===== src/rtl/qnigma_mdio_ctrl.sv =====
// MDIO management sequencer: PHY reset/init sequence, then arbitration of the serial engine
// between host register accesses and a periodic BMSR link poller.
module qnigma_mdio_ctrl #(
  parameter logic [4:0]  PHY_ADDR     = 5'd1,
  parameter int unsigned POLL_PERIOD  = 1_000_000,
  parameter int unsigned INIT_RETRIES = 16
) (
  input  logic        clk,
  input  logic        rst,
  input  logic        host_req,
  input  logic        host_r_nw,
  input  logic [4:0]  host_regad,
  input  logic [15:0] host_wdat,
  output logic        host_ack,
  output logic        host_done,
  output logic [15:0] host_rdat,
  input  logic        poll_en,
  output logic        link_up,
  output logic        link_chg,
  output logic        init_done,
  output logic        init_err,
  output logic        eng_send,
  output logic        eng_r_nw,
  output logic [4:0]  eng_phyad,
  output logic [4:0]  eng_regad,
  output logic [15:0] eng_dat_in,
  input  logic        eng_ready,
  input  logic        eng_done,
  input  logic [15:0] eng_dat_out
);

  localparam int unsigned TW = (POLL_PERIOD > 1) ? $clog2(POLL_PERIOD) : 1;
  localparam int unsigned RW = $clog2(INIT_RETRIES + 1);

  typedef enum logic [2:0] {StInitWr, StInitRd, StIdle, StIssue, StWait} state_e;
  typedef enum logic {OwnHost, OwnPoll} owner_e;

  state_e        state_q, state_d;
  owner_e        owner_q, owner_d, last_q, last_d;
  logic          arm_q, arm_d, sent_q, sent_d;
  logic [RW-1:0] retry_q, retry_d, retry_inc;
  logic [TW-1:0] timer_q, timer_d;
  logic          poll_pend_q, poll_pend_d, wrap, poll_grant, host_ok;
  logic          r_nw_q, r_nw_d;
  logic [4:0]    regad_q, regad_d;
  logic [15:0]   dat_q, dat_d, rdat_q, rdat_d;
  logic          link_up_q, link_up_d, link_chg_q, link_chg_d, host_done_q, host_done_d;
  logic          init_done_q, init_done_d, init_err_q, init_err_d;

  // Timer keeps running across transactions; a wrap while a poll is already pending is lost.
  always_comb begin
    timer_d = timer_q;
    wrap    = 1'b0;
    if (!poll_en) begin
      timer_d = '0;
    end else if (init_done_q) begin
      if (timer_q == TW'(POLL_PERIOD - 1)) begin
        timer_d = '0;
        wrap    = 1'b1;
      end else begin
        timer_d = timer_q + TW'(1);
      end
    end
    poll_pend_d = poll_grant ? 1'b0 : (poll_pend_q | wrap);
  end

  always_comb begin
    state_d     = state_q;
    owner_d     = owner_q;
    last_d      = last_q;
    arm_d       = arm_q;
    sent_d      = sent_q;
    retry_d     = retry_q;
    retry_inc   = retry_q + RW'(1);
    r_nw_d      = r_nw_q;
    regad_d     = regad_q;
    dat_d       = dat_q;
    rdat_d      = rdat_q;
    link_up_d   = link_up_q;
    link_chg_d  = 1'b0;
    host_done_d = 1'b0;
    init_done_d = init_done_q;
    init_err_d  = init_err_q;
    host_ack    = 1'b0;
    eng_send    = 1'b0;
    poll_grant  = 1'b0;
    // Blocks a host grant in the host_done cycle so ack and done never coincide.
    host_ok     = host_req && !host_done_q;
    unique case (state_q)
      StInitWr: begin
        if (!arm_q) begin
          arm_d   = 1'b1;
          r_nw_d  = 1'b0;
          regad_d = 5'd0;
          dat_d   = 16'h8000;
        end else if (!sent_q) begin
          eng_send = eng_ready;
          sent_d   = eng_ready;
        end else if (eng_done) begin
          state_d = StInitRd;
          sent_d  = 1'b0;
          r_nw_d  = 1'b1;
          dat_d   = 16'h0000;
        end
      end
      StInitRd: begin
        if (!sent_q) begin
          eng_send = eng_ready;
          sent_d   = eng_ready;
        end else if (eng_done) begin
          sent_d = 1'b0;
          if (!eng_dat_out[15]) begin
            init_done_d = 1'b1;
            arm_d       = 1'b0;
            state_d     = StIdle;
          end else begin
            retry_d = retry_inc;
            if (retry_inc == RW'(INIT_RETRIES)) begin
              init_err_d  = 1'b1;
              init_done_d = 1'b1;
              arm_d       = 1'b0;
              state_d     = StIdle;
            end
          end
        end
      end
      StIdle: begin
        if (host_ok && (!poll_pend_q || last_q == OwnPoll)) begin
          host_ack = 1'b1;
          owner_d  = OwnHost;
          last_d   = OwnHost;
          r_nw_d   = host_r_nw;
          regad_d  = host_regad;
          dat_d    = host_wdat;
          state_d  = StIssue;
        end else if (poll_pend_q) begin
          poll_grant = 1'b1;
          owner_d    = OwnPoll;
          last_d     = OwnPoll;
          r_nw_d     = 1'b1;
          regad_d    = 5'd1;
          dat_d      = 16'h0000;
          state_d    = StIssue;
        end
      end
      StIssue: begin
        eng_send = eng_ready;
        if (eng_ready) state_d = StWait;
      end
      StWait: begin
        if (eng_done) begin
          state_d = StIdle;
          if (owner_q == OwnHost) begin
            host_done_d = 1'b1;
            if (r_nw_q) rdat_d = eng_dat_out;
          end else begin
            link_up_d  = eng_dat_out[2];
            link_chg_d = eng_dat_out[2] != link_up_q;
          end
        end
      end
      default: state_d = StInitWr;
    endcase
  end

  always_ff @(posedge clk or negedge rst) begin
    if (!rst) begin
      state_q     <= StInitWr;
      owner_q     <= OwnHost;
      last_q      <= OwnHost;
      arm_q       <= 1'b0;
      sent_q      <= 1'b0;
      retry_q     <= '0;
      timer_q     <= '0;
      poll_pend_q <= 1'b0;
      r_nw_q      <= 1'b0;
      regad_q     <= '0;
      dat_q       <= '0;
      rdat_q      <= '0;
      link_up_q   <= 1'b0;
      link_chg_q  <= 1'b0;
      host_done_q <= 1'b0;
      init_done_q <= 1'b0;
      init_err_q  <= 1'b0;
    end else begin
      state_q     <= state_d;
      owner_q     <= owner_d;
      last_q      <= last_d;
      arm_q       <= arm_d;
      sent_q      <= sent_d;
      retry_q     <= retry_d;
      timer_q     <= timer_d;
      poll_pend_q <= poll_pend_d;
      r_nw_q      <= r_nw_d;
      regad_q     <= regad_d;
      dat_q       <= dat_d;
      rdat_q      <= rdat_d;
      link_up_q   <= link_up_d;
      link_chg_q  <= link_chg_d;
      host_done_q <= host_done_d;
      init_done_q <= init_done_d;
      init_err_q  <= init_err_d;
    end
  end

  assign host_done  = host_done_q;
  assign host_rdat  = rdat_q;
  assign link_up    = link_up_q;
  assign link_chg   = link_chg_q;
  assign init_done  = init_done_q;
  assign init_err   = init_err_q;
  assign eng_r_nw   = r_nw_q;
  assign eng_phyad  = PHY_ADDR;
  assign eng_regad  = regad_q;
  assign eng_dat_in = dat_q;

endmodule


===== config.mk =====
export PLATFORM = sky130hd
export DESIGN_NAME = qnigma_mdio_ctrl
export DESIGN_NICKNAME = d
export VERILOG_FILES = /design/src/rtl/qnigma_mdio_ctrl.sv
export SDC_FILE = /design/constraint.sdc
export NUM_CORES = 1
export LEC_CHECK = 0
export ABC_AREA = 0
export CAP_MARGIN = 20
export CORE_UTILIZATION = 48
export DETAILED_ROUTE_END_ITERATION = 6
export GPL_ROUTABILITY_DRIVEN = 1
export PLACE_DENSITY_LB_ADDON = 0.12
export REMOVE_ABC_BUFFERS = 1
export SYNTH_ARGS = -nofsm -noshare
export SYNTH_HDL_FRONTEND = slang
export SYNTH_SLANG_ARGS = --single-unit

===== constraint.sdc =====
create_clock -name clk -period 2 [get_ports clk]
set_input_delay 0.3 -clock clk [delete_from_list [all_inputs] [get_ports clk]]
set_output_delay 0.3 -clock clk [all_outputs]
set_load 0.05 [all_outputs]

After elaboration in Yosys (flattened, before gate mapping):

Index checks and enable logic that the tools add are counted.

* mux-type cells: 61
* add/subtract/negate cells: 2
* div/mod/pow operators: 0
* bitwise operators: 2
* $lt $le $gt $ge: 0
* equal/unequal tests: 21
* $mul: 0
* shift operators: 0
* reductions and logical operators: 20

Operators with widths (count)
* 16-bit 2-to-1 mux: 5
* 20-bit 2-to-1 mux: 3
* 3-bit 2-to-1 mux: 11
* 1-bit 2-to-1 mux: 32
* 16-bit one-hot mux with 2 select lines: 1
* 20-bit by 1-bit adder with 20-bit output (second input constant): 1
* 20-bit equality test (second input constant): 1
* 4-bit AND reduction: 5
* 2-bit != test (second input constant): 8
* 5-bit 2-to-1 mux: 3
* 3-bit one-hot mux with 5 select lines: 1
* 3-bit != test (second input constant): 4
* 5-bit one-hot mux with 2 select lines: 1
* 9-bit AND reduction: 1
* 3-bit by 2-bit equality test with 1-bit output (second input constant): 2
* 1-bit one-hot mux with 2 select lines: 3
* 3-bit AND reduction: 2
* 2-bit nonzero test: 3
* 5-bit by 1-bit adder with 5-bit output (second input constant): 1
* 5-bit equality test (second input constant): 1
* 5-bit AND reduction: 1
* 2-bit by 1-bit != test with 1-bit output (second input constant): 2
* 2-bit AND reduction: 2
* 3-bit by 1-bit equality test with 1-bit output (second input constant): 1
* other kinds (9): 11

* bits in latches: 0
* memory bits (read-only): 0
* memory bits (writable): 0
* memories kept: 0
* input bits: 44
* word-level logic and storage cells: 122
* output and inout port bits: 50
* flip-flop bits (word level): 75

Depth between registers and ports, before layout:

Gate-level depths: netlist of the first run.

* depth in word-level cells: 7
* gate-level depth with buffers: 7
* mapped depth without buffers: 6

Least setup slack after synthesis of the first run:

No wires, ideal clock.

* kind: reg-to-output
* start point: register state_q[0]
* end point: output port eng_send
* data arrival time: 3338 ps
* setup slack: -1638 ps
* path buffers: 2
* stages on the path, launching flop included: 5
* data required time: 1700 ps
* path through: dfrtp_1 > clkbuf_1 > clkbuf_1 > a21oi_1 > a2111oi_0

* word-level cells in the longest chain between the ends: 2
* elaborated cells between the ends (all ways): 4
* those cells by class: eq/ne: 2; mux: 1; reduce/logical: 1

Ends and longest elaborated chain
* start: declaration: RTL line 38 `state_e state_q, state_d;`
* start signal: assignment: RTL line 168 `state_q <= StInitWr;`
* start signal: assignment: RTL line 186 `state_q <= state_d;`
* 3-bit by 2-bit equality test with 1-bit output, or another cell as far along: RTL line 89 `unique case (state_q)`
* 1-bit one-hot mux with 3 select lines (*): RTL line 89
* end: declaration: RTL line 22 `output logic eng_send,`

Every way passes the cells marked *; elsewhere a longest branch is shown, timed or not.

Final worst setup path of the first run:

* start point: input port host_req
* end point: output port host_ack

* word-level cells in the longest chain between the ends: 4

Ends and longest elaborated chain
* start: declaration: RTL line 10 `input logic host_req,`
* 1-bit logical AND: RTL line 88 `host_ok = host_req && !host_done_q;`
* 1-bit logical AND: RTL line 128 `if (host_ok && (!poll_pend_q || last_q == OwnPoll)) begin`
* 1-bit 2-to-1 mux: RTL line 128
* 1-bit 2-to-1 mux: RTL line 89
* end: declaration: RTL line 14 `output logic host_ack,`

Every way passes these cells.

==> flow_metrics.py, run 1 <==
metrics = {
    "status": {
        "run_status": "finished, final reports clean",
    },
    "sta": {
        "final_min_period_over_clock_period_pct": 96.3,
        "worst-slew-pin-transition_ns": 0.649,
        "timing.max_slew.rel_slack_pct": 56.3,
        "setup_viol_count_final": 0,
        "finalMaxSlewViolations": 0,
        "setup_total_negative_slack_ns": 0,
        "post-route-min-period_ns": 1.93,
        "rsz0062_at_grt": "false",
        "fmax_ghz": 0.519,
        "post-route-worst-setup-slack_ns": 0.0736,
        "timing.hold.ws_ns": 0.335,
        "timing.final.hold_violations": 0,
        "post_route_clock_skew_ns": 0.0104,
    },
    "setup_path": {
        "criticalPathCategory": "in -> out",
        "crit_path_start_kind": "input pin",
        "critical_path_cell_by_cell": "clkdlybuf4s50_1, nor2b_1, o21ai_1, nor3_4, buf_12",
        "critical_path.endpoint_type": "output port",
        "critical_path.max_fanout": 3,
        "worst_path_dominant_cell_family": "buffers and inverters",
        "critical_path.n_buffers_inverters": 2,
        "slowest_delay_ns": 0.45,
        "arrival_ns": 1.63,
        "cpMaxStageDelayCell": "clkdlybuf4s50_1",
        "worst-endpoint-required_ns": 1.70,
    },
    "synthesis": {
        "yosys.area.top_type_share_pct": 55.4,
        "yosysWarningCount": 0,
        "synth_fa_ha_area_share_pct": 1.11,
        "seq_area_frac_synth_pct": 55.4,
        "synth.mux.area_fraction_pct": 5.65,
        "syn_area_sq_mm": 0.00339,
        "async_flop_share_pct": 100,
        "synth_simple_gate_area_share_pct": 16.7,
        "synthDistinctLibCells": 43,
        "synth-compound-area-share_pct": 13.0,
        "synth.ff_latch_count": 75,
        "combinational_family_with_the_most_area_after_synthesis": "simple AND/OR/NAND/NOR gates",
        "synth-edff-count": 0,
        "post_synth_main_area_contributors": "dfrtp_1 55%, mux2_2 5.6%, a22o_1 4.9%",
        "synth_area_per_cell_sq_um": 10.8,
        "synth_xor_xnor_area_share_pct": 4.39,
        "synthFlopType": "dfrtp_1",
        "yosysTopAreaCell": "dfrtp_1",
        "synthCells": 314,
    },
    "clocking": {
        "cts_max_level": 3,
        "cts-root-buf": "clkbuf_8",
        "clkLatencyLatePin_ns": 0.35,
        "clock_tree.buffer_depth": 2,
        "cts.sink_count": 75,
        "cts_made_buffers": 9,
        "cts_tree": "yes",
        "clk_pin_slew_worst_paths_ns": 0.08,
    },
    "route": {
        "first_iter_violations": 151,
        "drtAntennaViolNets": 0,
        "routed_via_count": 2781,
        "detail_route.vias_per_cell": 5.29,
        "wire_per_inst_microns": 14.7,
        "detailedRoute.firstPassIterationCount": 4,
        "wirelength_microns": 7720,
        "drc": 0,
    },
    "global_routing": {
        "maximum_number_of_pins_on_one_net_before_global_route_repair": 76,
        "grt_pass1_vias": 2796,
        "globalRouteTotalUtil_pct": 22.4,
        "grt_pass1_wl_microns": 12900,
        "global_route.overflow_total": 0,
        "antenna_violations_before_repair": 0,
    },
    "finish": {
        "final_cell_mix": "83 x clkdlybuf4s50_1, 74 x dfrtp_1, 33 x nand2_1, 24 x buf_4, 23 x nor2_1",
        "layout-drive-gt1-share_pct": 16.5,
        "insertedDiodeCount": 0,
        "final-instance-count-excl-fill": 526,
        "layout.cells.most_common": "clkdlybuf4s50_1",
        "design.final.nets": 472,
        "fillers": 537,
        "fin_area_sq_mm": 0.00476,
        "area.growth.synth_to_final_pct": 40.4,
    },
    "power_and_ir_drop": {
        "power.share.combinational_pct": 40.9,
        "switching_share_pct": 40.8,
        "power.internal_mw": 3.28,
        "power.net_switching_mw": 2.26,
        "static-leakage-power_nw": 2.11,
        "sequentialPowerShare_pct": 37.8,
        "worst_vdd_rail_ir_drop_v": 0.000724,
        "power_density_mw_per_mm2": 1160,
        "clock_power_share_pct": 21.4,
    },
    "floorplan": {
        "fp.dieW_microns": 86.0,
        "core_outline_area_sq_mm": 0.00679,
        "initial_core_util_pct": 49.9,
        "std_cell_rows": 30,
        "pin_count": 94,
        "die-area_sq_mm": 0.00740,
        "die_h_microns": 86.0,
    },
    "place": {
        "placed_cells_incl_taps": 507,
        "port_buffers": 88,
        "placed_area_sq_mm": 0.00452,
        "place_worst_setup_slack_ns": -0.0595,
        "hpwl_microns": 5400,
        "finalWeightedCongestion": 0.829,
    },
    "job": {
        "max-cap-violations": 0,
    },
    "min_path": {
        "min_path_type": "in -> reg",
    },
}
cells by family after synthesis:
| family | count (synthesis) |
|---|---|
| AOI/OAI and AO/OA | 61 |
| xor gates and xnor gates | 17 |
| adders and majority gates | 3 |
| buffers and inverters | 27 |
| DFF | 75 |
| muxes | 17 |
| other | 2 |
| and+or+nand+nor | 112 |
what timing repair did:
item                                   4_1_cts  5_1_grt
pin swaps                                    0        2
endpoints found under the hold margin       20        0
setup endpoints to repair                    1        2
hold buffers                                 1        0
gates resized for setup                      2        6
setup buffers                                0        2
per-layer routing:
layer	up-vias	GRT usage (%)	wire length [microns]
met1	1365	29.0	3300
met2	71	36.6	3880
met5	-	0	0
li1	1329	-	-
met4	0	9.24	184
met3	16	4.91	355
state kept, by name (all words and copies together) (netlist names), 3 cells and up:
| register | cells |
|---|---|
| retry_q | 5 |
| host_rdat | 16 |
| state_q | 3 |
| eng_regad | 5 |
| eng_dat_in | 16 |
| timer_q | 20 |
through the flow:
| step | total power, mW | util [%] |
|---|---|---|
| 3_3_place_gp | 4.29 | 66.5 |
| 2_1_floorplan | 3.45 | - |
| 4_1_cts | 5.54 | 69.6 |
| 6_report | 5.54 | 70.1 |
| 5_1_grt | 5.81 | 70.1 |
| 3_5_place_dp | 4.34 | 66.5 |
power groups by stage:
stage          clock [mW]  combinational, mW  sequential [mW]
2_1_floorplan           0              0.630             2.82
3_3_place_gp            0               2.20             2.09
3_5_place_dp            0               2.23             2.11
4_1_cts              1.21               2.25             2.09
5_1_grt              1.26               2.41             2.13
6_report             1.18               2.27             2.09
area by class of cell:
type | instances | area [sq um] | area share (%)
Sequential cell | 75 | 1880 | 39.5
Tap cell | 96 | 120 | 2.52
Clock buffer | 9 | 124 | 2.60
Inverter | 11 | 41.3 | 0.868
Multi-Input combinational cell | 215 | 1420 | 29.9
Clock inverter | 7 | 75.1 | 1.58
Timing Repair Buffer | 113 | 1100 | 23.1
cell usage after synthesis, types with 3 or more instances:
library cell and instances:
nor3_1 7, mux2_2 17, xnor2_1 15, clkbuf_1 10, dfrtp_1 75, buf_4 5
nand3_1 12, a22oi_1 3, o31ai_1 7, nor4_1 5, a22o_1 19, inv_1 11
and2_1 5, nor2b_1 3, nor2_1 23, ha_1 3, and3_1 3, or3_1 6
nand2_1 33, a21oi_1 9, nand4_1 7, o21ai_0 10
worst min-delay path: stages:
cell and delay [ns]:
dlymetal6s2s_1 0.19, nand2_1 0.09, o22ai_1 0.07
path summary, 6_finish.rpt:
check	start	to	slack (ns)	cells past startpoint
hold reg to reg	init_err	init_err	0.48	1
max in group asynchronous	rst	state_q[1]	1.16	3
setup reg to reg	timer_q[7]	timer_q[17]	0.11	5
setup / recovery	host_req	host_ack	0.07	5
hold / removal	eng_ready	state_q[2]	0.33	3
min in group asynchronous	rst	eng_dat_in[11]	0.50	3
Power figures use the tool's default switching activity.
==> run 2, diff against run 1 <==
--- a/config.mk
+++ b/config.mk
@@ -7,10 +7,11 @@
 export LEC_CHECK = 0
 export ABC_AREA = 0
 export CAP_MARGIN = 20
+export CORE_MARGIN = 2
 export CORE_UTILIZATION = 48
 export DETAILED_ROUTE_END_ITERATION = 6
 export GPL_ROUTABILITY_DRIVEN = 1
-export PLACE_DENSITY_LB_ADDON = 0.12
+export PLACE_DENSITY = 0.86
 export REMOVE_ABC_BUFFERS = 1
 export SYNTH_ARGS = -nofsm -noshare
 export SYNTH_HDL_FRONTEND = slang
==> run 2 against run 1 <==
Against the previous run:
- clock power shrank 11%
- clock skew up 0.0023 ns
- non-clock buffer count is 5 lower
- setup slack lost 0.0086 ns
- die area grew 4.7%
- via count increased by 0.50%
- sequential share of layout area grew 0.56 points
- critical path type is now reg -> out
==> flow_metrics.py, run 2 (synthesized netlist as in run 1, its figures left out) <==
metrics = {
    "route": {
        "detail_route.vias_per_cell": 5.36,
        "wire_per_inst_microns": 15.1,
        "first_iter_violations": 114,
        "wirelength_microns": 7890,
        "detailedRoute.firstPassIterationCount": 4,
        "drtAntennaViolNets": 0,
        "drc": 0,
        "routed_via_count": 2795,
    },
    "sta": {
        "timing.final.hold_violations": 0,
        "worst-slew-pin-transition_ns": 0.715,
        "post-route-min-period_ns": 1.93,
        "timing.max_slew.rel_slack_pct": 51.8,
        "setup_viol_count_final": 0,
        "rsz0062_at_grt": "false",
        "post_route_clock_skew_ns": 0.0127,
        "final_min_period_over_clock_period_pct": 96.7,
        "fmax_ghz": 0.517,
        "timing.hold.ws_ns": 0.498,
        "finalMaxSlewViolations": 0,
        "setup_total_negative_slack_ns": 0,
    },
    "clocking": {
        "cts_tree": "yes",
        "clkLatencyLatePin_ns": 0.36,
        "cts.sink_count": 75,
        "cts-root-buf": "clkbuf_8",
        "clk_pin_slew_worst_paths_ns": 0.08,
        "clock_tree.buffer_depth": 2,
        "cts_made_buffers": 9,
        "cts_max_level": 3,
    },
    "finish": {
        "register_area_sq_mm": 0.00188,
        "fin_area_sq_mm": 0.00469,
        "area.growth.synth_to_final_pct": 38.5,
        "final_cell_mix": "84 x clkdlybuf4s50_1, 74 x dfrtp_1, 33 x nand2_1, 23 x nor2_1",
        "layout-drive-gt1-share_pct": 15.3,
        "layout.cells.most_common": "clkdlybuf4s50_1",
        "design.final.nets": 467,
        "largest-register": "timer_q",
        "insertedDiodeCount": 0,
        "final-instance-count-excl-fill": 521,
        "area_occupied_by_multi_input_gates_sq_mm": 0.00142,
        "largest_register_ff_count": 20,
        "fillers": 518,
        "finalCoreUtilization_pct": 68.7,
    },
    "setup_path": {
        "critical_path.endpoint_type": "output port",
        "regToRegStartpoint": "timer_q[7]",
        "cp-startpoint": "state_q[2]",
        "critical_path.max_fanout": 10,
        "worst-endpoint-required_ns": 1.70,
        "crit_path_start_kind": "flip-flop",
        "arrival_ns": 1.63,
        "criticalPathCategory": "reg -> out",
    },
    "job": {
        "max-cap-violations": 0,
    },
    "floorplan": {
        "die_h_microns": 88.0,
        "std_cell_rows": 30,
        "fp.dieW_microns": 88.0,
        "core_outline_area_sq_mm": 0.00683,
        "die-area_sq_mm": 0.00775,
        "initial_core_util_pct": 49.6,
        "pin_count": 94,
    },
    "place": {
        "placed_cells_incl_taps": 504,
        "finalWeightedCongestion": 0.844,
        "port_buffers": 88,
        "placed_area_sq_mm": 0.00449,
        "hpwl_microns": 5540,
    },
    "min_path": {
        "min_path_type": "reg -> reg",
        "worstHoldStart": "eng_dat_in[15]",
    },
    "power_and_ir_drop": {
        "power_density_mw_per_mm2": 1150,
        "worst_vdd_rail_ir_drop_v": 0.000814,
        "static-leakage-power_nw": 2.07,
    },
    "global_routing": {
        "antenna_violations_before_repair": 0,
        "global_route.overflow_total": 0,
        "maximum_number_of_pins_on_one_net_before_global_route_repair": 76,
        "grt_pass1_wl_microns": 13400,
        "grt_pass1_vias": 2835,
        "globalRouteTotalUtil_pct": 22.2,
    },
    "status": {
        "run_status": "finished, final reports clean",
    },
}
-- run 2: cell count changes in the layout (fill, tap and decap cells not counted), sizes merged --
cell / previous run / this run
buf: 28 / 23
bufinv: 1 / 0
clkdlybuf4s50: 83 / 84
clkinv: 1 / 3
clkinvlp: 3 / 2
dlymetal6s2s: 1 / 0
-- run 2: area by class of cell --
type / instances / share of cell area (%)
Clock buffer: 9 / 2.64
Clock inverter: 7 / 1.09
Inverter: 11 / 0.880
Multi-Input combinational cell: 215 / 30.3
Sequential cell: 75 / 40.0
Tap cell: 96 / 2.56
Timing Repair Buffer: 108 / 22.6
-- run 2: repair_timing --
action | CTS | global route
pin swaps | 0 | 1
hold endpoints to repair | 75 | 0
resized for setup | 4 | 1
setup buffers | 0 | 0
endpoints found under the setup margin | 1 | 2
hold buffers | 1 | 0
-- run 2: critical path: stages (launching register included) --
cell and delay (ns):
dfrtp_1 0.49, nand2b_1 0.32, nor3_4 0.30, buf_12 0.18
-- run 2: where the power goes --
| part | switching, mW | internal (mW) | leakage, nW |
|---|---|---|---|
| Clock | 0.595 | 0.456 | 0.0860 |
| Sequential | 0.265 | 1.82 | 1.01 |
| Combinational | 1.41 | 0.869 | 0.977 |
| Total | 2.27 | 3.14 | 2.07 |
-- run 2: through the flow --
stage                     setup slack (ns)  power (mW)
final                               0.0651        5.42
after global routing               0.00157        5.69
after CTS                           0.0160        5.43
after detailed placement            0.0441        4.35
after global placement               0.118        4.28
after floorplan                      -1.51        3.45
-- run 2: worst paths after layout --
path / to / slack [ns] / depth (start not counted)
min in group asynchronous: host_rdat[10] / 0.51 / 3
worst min register to register: eng_dat_in[15] / 0.50 / 2
max in group asynchronous: timer_q[12] / 1.18 / 3
worst min-delay path: eng_dat_in[15] / 0.50 / 2
worst max-delay path: host_ack / 0.07 / 3
worst max register to register: timer_q[17] / 0.14 / 5
-- run 2: per-layer routing --
layer	GRT usage [%]	wire length (microns)
met5	0	0
met4	8.54	161
met3	6.13	512
met2	35.4	3880
met1	29.1	3340
